**src/rtl/add_arb_pkg.sv**
```systemverilog
// Shared types and default sizing for the add_arbiter slice.
//   state_t   : controller states (IDLE, EXEC, RESP)
//   NREQ_DEF  : default number of requesters
//   WIDTH_DEF : default operand width
package add_arb_pkg;

    localparam int unsigned NREQ_DEF  = 4;
    localparam int unsigned WIDTH_DEF = 4;

    typedef enum logic [1:0] {
        IDLE = 2'd0,
        EXEC = 2'd1,
        RESP = 2'd2
    } state_t;

endpackage

```
**src/rtl/add_arb_pick.sv**
```systemverilog
// Winner select: scans the request vector starting at 'start', wrapping
// from NREQ-1 back to 0, and returns the first requester found.
//   req   : request vector
//   start : index where the search begins (tie 0 for fixed priority)
//   grant : one-hot winner (all zero when no request)
//   idx   : binary index of the winner (0 when no request)
module add_arb_pick #(
    parameter int unsigned NREQ = 4,
    parameter int unsigned IDW  = $clog2(NREQ)
) (
    input  logic [NREQ-1:0] req,
    input  logic [IDW-1:0]  start,
    output logic [NREQ-1:0] grant,
    output logic [IDW-1:0]  idx
);

    // Rotating priority search; first hit wins.
    always_comb begin
        logic        found;
        int unsigned pos;
        grant = '0;
        idx   = '0;
        found = 1'b0;
        pos   = 0;
        for (int unsigned k = 0; k < NREQ; k++) begin
            pos = (32'(start) + k) % NREQ;
            if (!found && req[IDW'(pos)]) begin
                found             = 1'b1;
                grant[IDW'(pos)]  = 1'b1;
                idx               = IDW'(pos);
            end
        end
    end

endmodule

```
**src/rtl/add_arbiter.sv**
```systemverilog
// Shared adder arbitrated among NREQ requesters. One operation in flight:
// grant in IDLE, add in EXEC, hold the result in RESP until consumed.
// Compile-time option: ADD_ARB_RR_EN selects round-robin arbitration;
// without it the lowest requesting index always wins.
//   clk, rst_n        : clock, async active-low reset
//   req_valid/a/b     : per-requester request and operands (packed by index)
//   req_ready         : one-hot accept strobe, combinational in IDLE
//   rsp_valid/sum/id  : result, its owner, held until rsp_ready
//   rsp_ready         : consumer accept
//   busy              : controller not in IDLE
module add_arbiter
    import add_arb_pkg::*;
#(
    parameter int unsigned NREQ  = NREQ_DEF,
    parameter int unsigned WIDTH = WIDTH_DEF
) (
    input  logic                     clk,
    input  logic                     rst_n,
    input  logic [NREQ-1:0]          req_valid,
    input  logic [NREQ*WIDTH-1:0]    req_a,
    input  logic [NREQ*WIDTH-1:0]    req_b,
    output logic [NREQ-1:0]          req_ready,
    output logic                     rsp_valid,
    output logic [WIDTH:0]           rsp_sum,
    output logic [$clog2(NREQ)-1:0]  rsp_id,
    input  logic                     rsp_ready,
    output logic                     busy
);

    localparam int unsigned IDW = $clog2(NREQ);
    localparam int unsigned SW  = WIDTH + 1;

    state_t            state;
    state_t            state_nxt;
    logic              take;
    logic [NREQ-1:0]   pick_grant;
    logic [IDW-1:0]    pick_idx;
    logic [IDW-1:0]    pick_start;
    logic [WIDTH-1:0]  a_sel;
    logic [WIDTH-1:0]  b_sel;
    logic [WIDTH-1:0]  a_q;
    logic [WIDTH-1:0]  b_q;

    add_arb_pick #(
        .NREQ (NREQ),
        .IDW  (IDW)
    ) u_pick (
        .req   (req_valid),
        .start (pick_start),
        .grant (pick_grant),
        .idx   (pick_idx)
    );

`ifdef ADD_ARB_RR_EN
    logic [IDW-1:0] rr_ptr;

    // Pointer moves just past the requester that was served.
    always_ff @(posedge clk or negedge rst_n) begin
        if (!rst_n) begin
            rr_ptr <= '0;
        end else if (take) begin
            rr_ptr <= (pick_idx == IDW'(NREQ - 1)) ? '0 : pick_idx + IDW'(1);
        end
    end

    assign pick_start = rr_ptr;
`else
    assign pick_start = '0;
`endif

    // State register.
    always_ff @(posedge clk or negedge rst_n) begin
        if (!rst_n) begin
            state <= IDLE;
        end else begin
            state <= state_nxt;
        end
    end

    // Next-state logic.
    always_comb begin
        state_nxt = state;
        case (state)
            IDLE:    if (|req_valid) state_nxt = EXEC;
            EXEC:    state_nxt = RESP;
            RESP:    if (rsp_ready) state_nxt = IDLE;
            default: state_nxt = IDLE;
        endcase
    end

    // Outputs decoded from state; req_ready is gated so it stays low in reset.
    always_comb begin
        take      = (state == IDLE) && (|req_valid);
        req_ready = (take && rst_n) ? pick_grant : '0;
        rsp_valid = (state == RESP);
        busy      = (state != IDLE);
    end

    // Operand mux for the winning requester.
    always_comb begin
        a_sel = '0;
        b_sel = '0;
        for (int unsigned i = 0; i < NREQ; i++) begin
            if (pick_idx == IDW'(i)) begin
                a_sel = req_a[i*WIDTH +: WIDTH];
                b_sel = req_b[i*WIDTH +: WIDTH];
            end
        end
    end

    // Capture on grant, add in EXEC; result is untouched while in RESP.
    always_ff @(posedge clk or negedge rst_n) begin
        if (!rst_n) begin
            a_q     <= '0;
            b_q     <= '0;
            rsp_id  <= '0;
            rsp_sum <= '0;
        end else begin
            if (take) begin
                a_q    <= a_sel;
                b_q    <= b_sel;
                rsp_id <= pick_idx;
            end
            if (state == EXEC) begin
                rsp_sum <= SW'(a_q) + SW'(b_q);
            end
        end
    end

endmodule

```
**config.mk**
```make
export PLATFORM = sky130hd
export DESIGN_NAME = add_arbiter
export DESIGN_NICKNAME = d
export VERILOG_FILES = /design/src/rtl/add_arb_pkg.sv /design/src/rtl/add_arb_pick.sv /design/src/rtl/add_arbiter.sv
export SDC_FILE = /design/constraint.sdc
export NUM_CORES = 1
export LEC_CHECK = 0
export BUFFER_PORTS_ARGS = -buffer_cell sky130_fd_sc_hd__buf_2
export CORE_ASPECT_RATIO = 0.9
export CORE_MARGIN = 1.5
export CORE_UTILIZATION = 40
export CTS_BUF_LIST = sky130_fd_sc_hd__clkbuf_16
export CTS_CLUSTER_DIAMETER = 100
export DETAILED_ROUTE_END_ITERATION = 7
export MAX_ROUTING_LAYER = met4
export PLACE_DENSITY_LB_ADDON = 0.1
export SLEW_MARGIN = 20
export SYNTH_ARGS = -nofsm -noshare
export SYNTH_HDL_FRONTEND = slang
export SYNTH_HIERARCHICAL = 1
export SYNTH_SLANG_ARGS = --single-unit
```
**constraint.sdc**
```tcl
create_clock -name clk -period 4.6 [get_ports clk]
set_input_delay 1.38 -clock clk [delete_from_list [all_inputs] [get_ports clk]]
set_output_delay 1.38 -clock clk [all_outputs]
set_load 0.01 [all_outputs]
```
## Word level (Yosys, flattened, before mapping)

Cells that the tools add are included.
Widths: inputs -> output; s select.

- Register bits after elaboration: 17
- Input bits: 39
- Logic and storage cells: 48

- Add/subtract/negate cells: 1
- Equal/unequal tests: 7
- Mux-type cells: 22
- Reduce and logical (&&, ||, !) cells: 13

Operators with widths:

| cell | count |
|---|---|
| $mux 4 | 10 |
| $mux 2 | 5 |
| $eq 2x2->1 const B | 3 |
| $pmux 2 s3 | 1 |
| $add 4x4->5 | 1 |
| $logic_and 1x1->1 | 5 |
| $mux 1 | 5 |
| $eq 2x1->1 const B | 2 |
| $logic_not 2->1 | 2 |
| $ne 2x1->1 const B | 2 |
| $reduce_or 4->1 | 1 |
| $logic_not 1->1 | 3 |
| $mux 3 | 1 |
| $reduce_and 2->1 | 1 |
| $reduce_bool 2->1 | 1 |

## Logic depth before layout (Yosys ltp)

- Depth in word-level cells: 15
- Mapped depth: 11
- Gate-level depth less buffers: 8

## Hierarchy

The synthesis kept the hierarchy.

By module, submodules not included:

| module | times used | cells an instance | area an instance (µm²) | seq. area each (µm²) |
|---|---|---|---|---|
| add_arbiter | 1 | 73 | 1037.2 | 425.4 |
| add_arb_pick | 1 | 65 | 489.2 | 0.0 |

## Worst setup path after synthesis

OpenSTA, ideal clock, no wires.

- Path kind: input to output
- Start: in req_valid[0]
- End: out req_ready[2]
- Arrival: 2.772 ns
- Required time: 3.220 ns
- Setup slack: 0.448 ns
- Stages: 6
- Buffers on the path: 1
- Cells stage by stage: clkbuf_2 -> mux4_2 -> or2_4 -> nor2b_4 -> a221o_2 -> and3_1

- Word-level cells in the longest chain between the ends: 9
- Elaborated cells between the ends (all ways): 12
- Those cells by class: mux (5); reduce/logical (7)

Ends and longest elaborated chain:

| item | RTL line | text |
|---|---|---|
| from (decl) | add_arbiter.sv:19 | `input logic [NREQ-1:0] req_valid,` |
| $mux 1 * | add_arb_pick.sv:27 | `if (!found && req[IDW'(pos)]) begin` |
| $logic_not 1->1 | add_arb_pick.sv:27 |  |
| $logic_and 1x1->1 | add_arb_pick.sv:27 |  |
| $mux 1 * | add_arb_pick.sv:27 |  |
| $logic_not 1->1 * | add_arb_pick.sv:27 |  |
| $logic_and 1x1->1 * | add_arb_pick.sv:27 |  |
| $mux 3 * | add_arb_pick.sv:27 |  |
| $mux 4 * | add_arb_pick.sv:27 |  |
| via pick_grant[2] | add_arbiter.sv:36 | `logic [NREQ-1:0] pick_grant;` |
| $mux 4 * | add_arbiter.sv:94 | `req_ready = (take && rst_n) ? pick_grant : '0;` |
| to (decl) | add_arbiter.sv:22 | `output logic [NREQ-1:0] req_ready,` |

The timed path passes the listed nets; every way through them passes the cells marked *.

## Worst setup path in the final report

- Start: in req_valid[1]
- End: out req_ready[2]

- Word-level cells in the longest chain between the ends: 7
- Elaborated cells between the ends (all ways): 10
- Those cells by class: mux (4); reduce/logical (6)

Ends and longest elaborated chain:

| item | RTL line |
|---|---|
| $logic_and 1x1->1 | add_arb_pick.sv:27 |
| $mux 1 | add_arb_pick.sv:27 |
| $logic_not 1->1 | add_arb_pick.sv:27 |
| $logic_and 1x1->1 | add_arb_pick.sv:27 |
| $mux 3 | add_arb_pick.sv:27 |
| $mux 4 | add_arb_pick.sv:27 |
| via pick_grant[2] | add_arbiter.sv:36 |
| $mux 4 | add_arbiter.sv:94 |

The timed path passes the listed nets, and every way through them passes these cells.

==> parameters.txt <==
Parameter                              Value

Run status
  Outcome    complete, no violations

CTS
  Total number of clock tree sinks    17
  Root Buffer    sky130_fd_sc_hd__clkbuf_16
  Clock latency reported for the late side of the worst-skew pair    0.25 ns
  Number of H-tree branching levels    1
  # Post-CTS Setup Buffers    0
  TritonCTS clock tree    yes
  Number of buffers inserted by hold repair at cts    0
  CTS clk-pin slew, worst paths    0.05 ns
  # resized after CTS    0
  Number of buffers added by the clock tree synthesis step    3
  Maximum clock insertion buffer count    2

Synth
  Area fraction in compound gates after synthesis    0.1279
  Number of instances in the synthesized netlist    138
  Fraction of the mapped netlist area in adder cells    0.08689
  Synth Area in Simple Gates    0.1656
  Register bit count reported by yosys    17
  Post-synthesis instance area    0.001526 mm2
  Number of distinct library cells after synthesis    41
  Async set-or-reset flop fraction in the synthesized netlist    1.000
  Share of cell area taken by muxes after synthesis    0.2689
  Primary FF master, synth    sky130_fd_sc_hd__dfrtp_1
  Count of yosys warnings during synthesis    6
  Post-Synth XOR/XNOR Area    0.005738
  EDFF count, synth    0
  Portion of the post-synthesis area used by sequential elements    0.2787
  Average size of a mapped cell    11.06 um2
  Largest family of logic cells by synthesized area    multiplexers

Timing
  RSZ-0062 raised after global routing    no
  Endpoints failing setup    0
  Highest clock frequency the design can meet    0.2312 GHz
  Min Clock Period, post-route    4.326 ns
  Post-route fraction of the period consumed by the critical path    0.9403
  Final max-slew violation count    0
  Summed negative setup slack over all endpoints    0 ns
  Slew margin rel.    0.5431
  Clock tree skew after final layout    0.001920 ns
  Worst Tran Pin Value    0.6795 ns
  Total count of hold-check failures in the final report    0

Detailed routing
  Number of optimization iterations in the first detailed-route pass    4
  Detailed-route wire length per cell    14.03 um
  Detailed Route Iter0 Violations    44
  Antenna Violating Nets Remaining    0
  Vias per Instance    5.307
  Routed wire length    3340 um
  Total via count in the routed design    1,263
  Post-detailed-route DRC marker count    0

Finish
  Number of antenna diodes    0
  Utilization of the core after routing    0.5136
  Area growth, synth to finish    23.77%
  Fraction of layout instances using a drive strength above 1    0.4740
  Nets    242

Global routing
  Antenna violations before repair    0
  Pin count of the biggest net entering global routing    18
  Global-route wire length before repair    5299 um
  Number of global-route vias before repair    1,115
  Total routing usage reported by global routing    0.1791
  Remaining Overflow, GRT    0

Power and ir drop
  Net Switching    324.9 uW
  Max VDD drop    266.1 uV
  Sequential group share of total power    0.302
  Internal power summed over all cells    598.8 uW
  Comb pwr share    0.510
  Power density over cell area    488.9 mW/mm2
  Power consumption    923.8 uW
  Part of the total power dissipated in the clock network    0.188
  Switching share of power    0.3518
  Leakage    0.0008997 uW

Worst setup path
  Flop-to-flop setup slack    3.03 ns
  Number of buffer and inverter stages on the critical path    2
  CP max stage delay    0.54 ns
  Category of the worst setup path capture point    output pin
  Slowest cell on the critical path    sky130_fd_sc_hd__mux4_2
  Startpoint of the worst register-to-register path    a_q[0]
  Number of cells traversed by the worst register-to-register path    5
  Critical path origin    req_valid[1]
  List of cells traversed by the critical path    buf_2, mux4_2, or2_4, nor2b_4, a221o_2, and3_1, buf_2
  Required arrival time at the worst endpoint    3.22 ns
  Kind of cell with the highest combined delay on the critical path    simple AND/OR/NAND/NOR gates
  Worst-path maximum fanout    12
  Crit path DAT    2.95 ns
  Dominant cell type by count on the critical path    sky130_fd_sc_hd__buf_2
  End of the worst register-to-register path    rsp_sum[4]
  Critical Path Source Type    primary input
  CP Class    in2out

Floorplan
  Height of the die    61.61 um
  Starting utilization of the core area    0.4150
  Die boundary width    68.12 um
  Standard cell core area    0.003679 mm2
  Core Rows    21
  Die Footprint    0.004196 mm2
  Ports placed on the boundary    52

Run
  Maxcap violations    0

Placed design
  Placed wire-length estimate after detailed placement    2673 um
  Port buffer count    51
  Routability cong.    0.8412

Worst hold path
  End point of the most critical hold path    rsp_sum[2]
  Worst min path class    reg2reg
  Source of the worst hold timing path    rsp_sum[2]
  Hold-critical path depth    2
flip-flops by register name, indices dropped and copies added (netlist names):
register  flops
rsp_sum       5
state         2
a_q           4
rsp_id        2
b_q           4
layer usage:
metal  up-vias  track usage  share of wire
li1        617            -              -
met1       604       0.2511           0.48
met2        40       0.2718           0.46
met3         2      0.04022          0.057
met4         0      0.02571         0.0048
met5         -            -              0
layout make-up:
cell class	count	area [um2]
sequential	17	425.4
multi-input combinational	112	1030
fill	363	1789
inverter	5	18.77
clock buffer	3	75.07
tap	46	57.56
timing repair buffer	54	277.8
clock inverter	1	5.005
power groups by stage:
| stage | Combinational [uW] | Clock (uW) | Sequential (uW) |
|---|---|---|---|
| global placement | 463 | 0 | 278 |
| finish | 471 | 173 | 279 |
| floorplan | 359 | 0 | 286 |
| detailed placement | 476 | 0 | 282 |
| global route | 532 | 187 | 292 |
| CTS | 478 | 177 | 280 |
worst register-to-register path, cell delays in order, from the launching register on:
cell                      delay [ns]
sky130_fd_sc_hd__dfrtp_1        0.38
sky130_fd_sc_hd__ha_1           0.23
sky130_fd_sc_hd__fa_1           0.42
sky130_fd_sc_hd__a21o_1         0.20
sky130_fd_sc_hd__a21oi_1        0.13
sky130_fd_sc_hd__o21ai_0        0.08
kinds of logic (layout without fill, tap and decap cells):
logic type,count (synthesis),in the layout
AOI/OAI and AO/OA,29,29
buffers and inverters,16,63
and+or+nand+nor,39,39
DFF,17,17
adders and majority gates,10,10
muxes,25,25
xor gates and xnor gates,1,1
other,1,8
metrics by stage:
| step | hold WS [ns] | cells | setup WS, ns | instance area (um2) |
|---|---|---|---|---|
| 2_1_floorplan | 0.4848 | 145 | 0.4483 | 1553 |
| 3_3_place_gp | 0.4673 | 234 | 0.3308 | 1809 |
| 3_5_place_dp | 0.4771 | 234 | 0.2626 | 1809 |
| 4_1_cts | 0.4889 | 238 | 0.2629 | 1889 |
| 5_1_grt | 0.5108 | 238 | 0.2068 | 1889 |
| 6_report | 0.4879 | 238 | 0.2744 | 1889 |
synthesized netlist by cell type, drive strengths merged (2+ instances only):
library cell | instances | area, um2
dfrtp | 17 | 425.4
mux2 | 12 | 142.6
nand2 | 12 | 45.04
o21ai | 12 | 60.06
mux4 | 11 | 247.7
ha | 9 | 112.6
buf | 7 | 60.05
inv | 5 | 18.77
a21oi | 4 | 20.02
a221o | 4 | 45.04
and3 | 4 | 25.02
clkbuf | 4 | 18.76
nand2b | 4 | 25.02
nor2 | 4 | 22.52
or2 | 3 | 23.78
a31oi | 2 | 12.51
and3b | 2 | 17.52
mux2i | 2 | 20.02
nor3b | 2 | 15.01
nor4bb | 2 | 20.02
worst max-delay path by stage:
stage / end / slack, ns / cells past startpoint
4_1_cts: req_ready[2] / 0.26 / 7
3_5_place_dp: req_ready[2] / 0.26 / 7
6_report: req_ready[2] / 0.27 / 7
5_1_grt: req_ready[2] / 0.21 / 7
3_3_place_gp: req_ready[2] / 0.33 / 7
2_1_floorplan: req_ready[2] / 0.45 / 6
cells in the final DEF (no fill, tap or decap), types with 2 or more instances in the layout:
master / Yosys / final
sky130_fd_sc_hd__a221o_2: 4 / 4
sky130_fd_sc_hd__ha_1: 9 / 9
sky130_fd_sc_hd__nor2_1: 3 / 3
sky130_fd_sc_hd__buf_2: 3 / 51
sky130_fd_sc_hd__conb_1: 1 / 8
sky130_fd_sc_hd__nor3b_1: 2 / 2
sky130_fd_sc_hd__o21ai_0: 12 / 12
sky130_fd_sc_hd__nor4bb_1: 2 / 2
sky130_fd_sc_hd__inv_1: 5 / 5
sky130_fd_sc_hd__nand2b_1: 4 / 4
sky130_fd_sc_hd__and3_1: 4 / 4
sky130_fd_sc_hd__mux2i_1: 2 / 2
sky130_fd_sc_hd__nand2_1: 12 / 12
sky130_fd_sc_hd__a31oi_1: 2 / 2
sky130_fd_sc_hd__mux4_2: 11 / 11
sky130_fd_sc_hd__and3b_1: 2 / 2
sky130_fd_sc_hd__a21oi_1: 4 / 4
sky130_fd_sc_hd__clkbuf_16: 0 / 3
sky130_fd_sc_hd__mux2_4: 2 / 2
sky130_fd_sc_hd__buf_4: 0 / 3
sky130_fd_sc_hd__mux2_2: 10 / 10
sky130_fd_sc_hd__dfrtp_1: 17 / 17
sky130_fd_sc_hd__or2_4: 2 / 2
(Power assumes the default switching activity.)
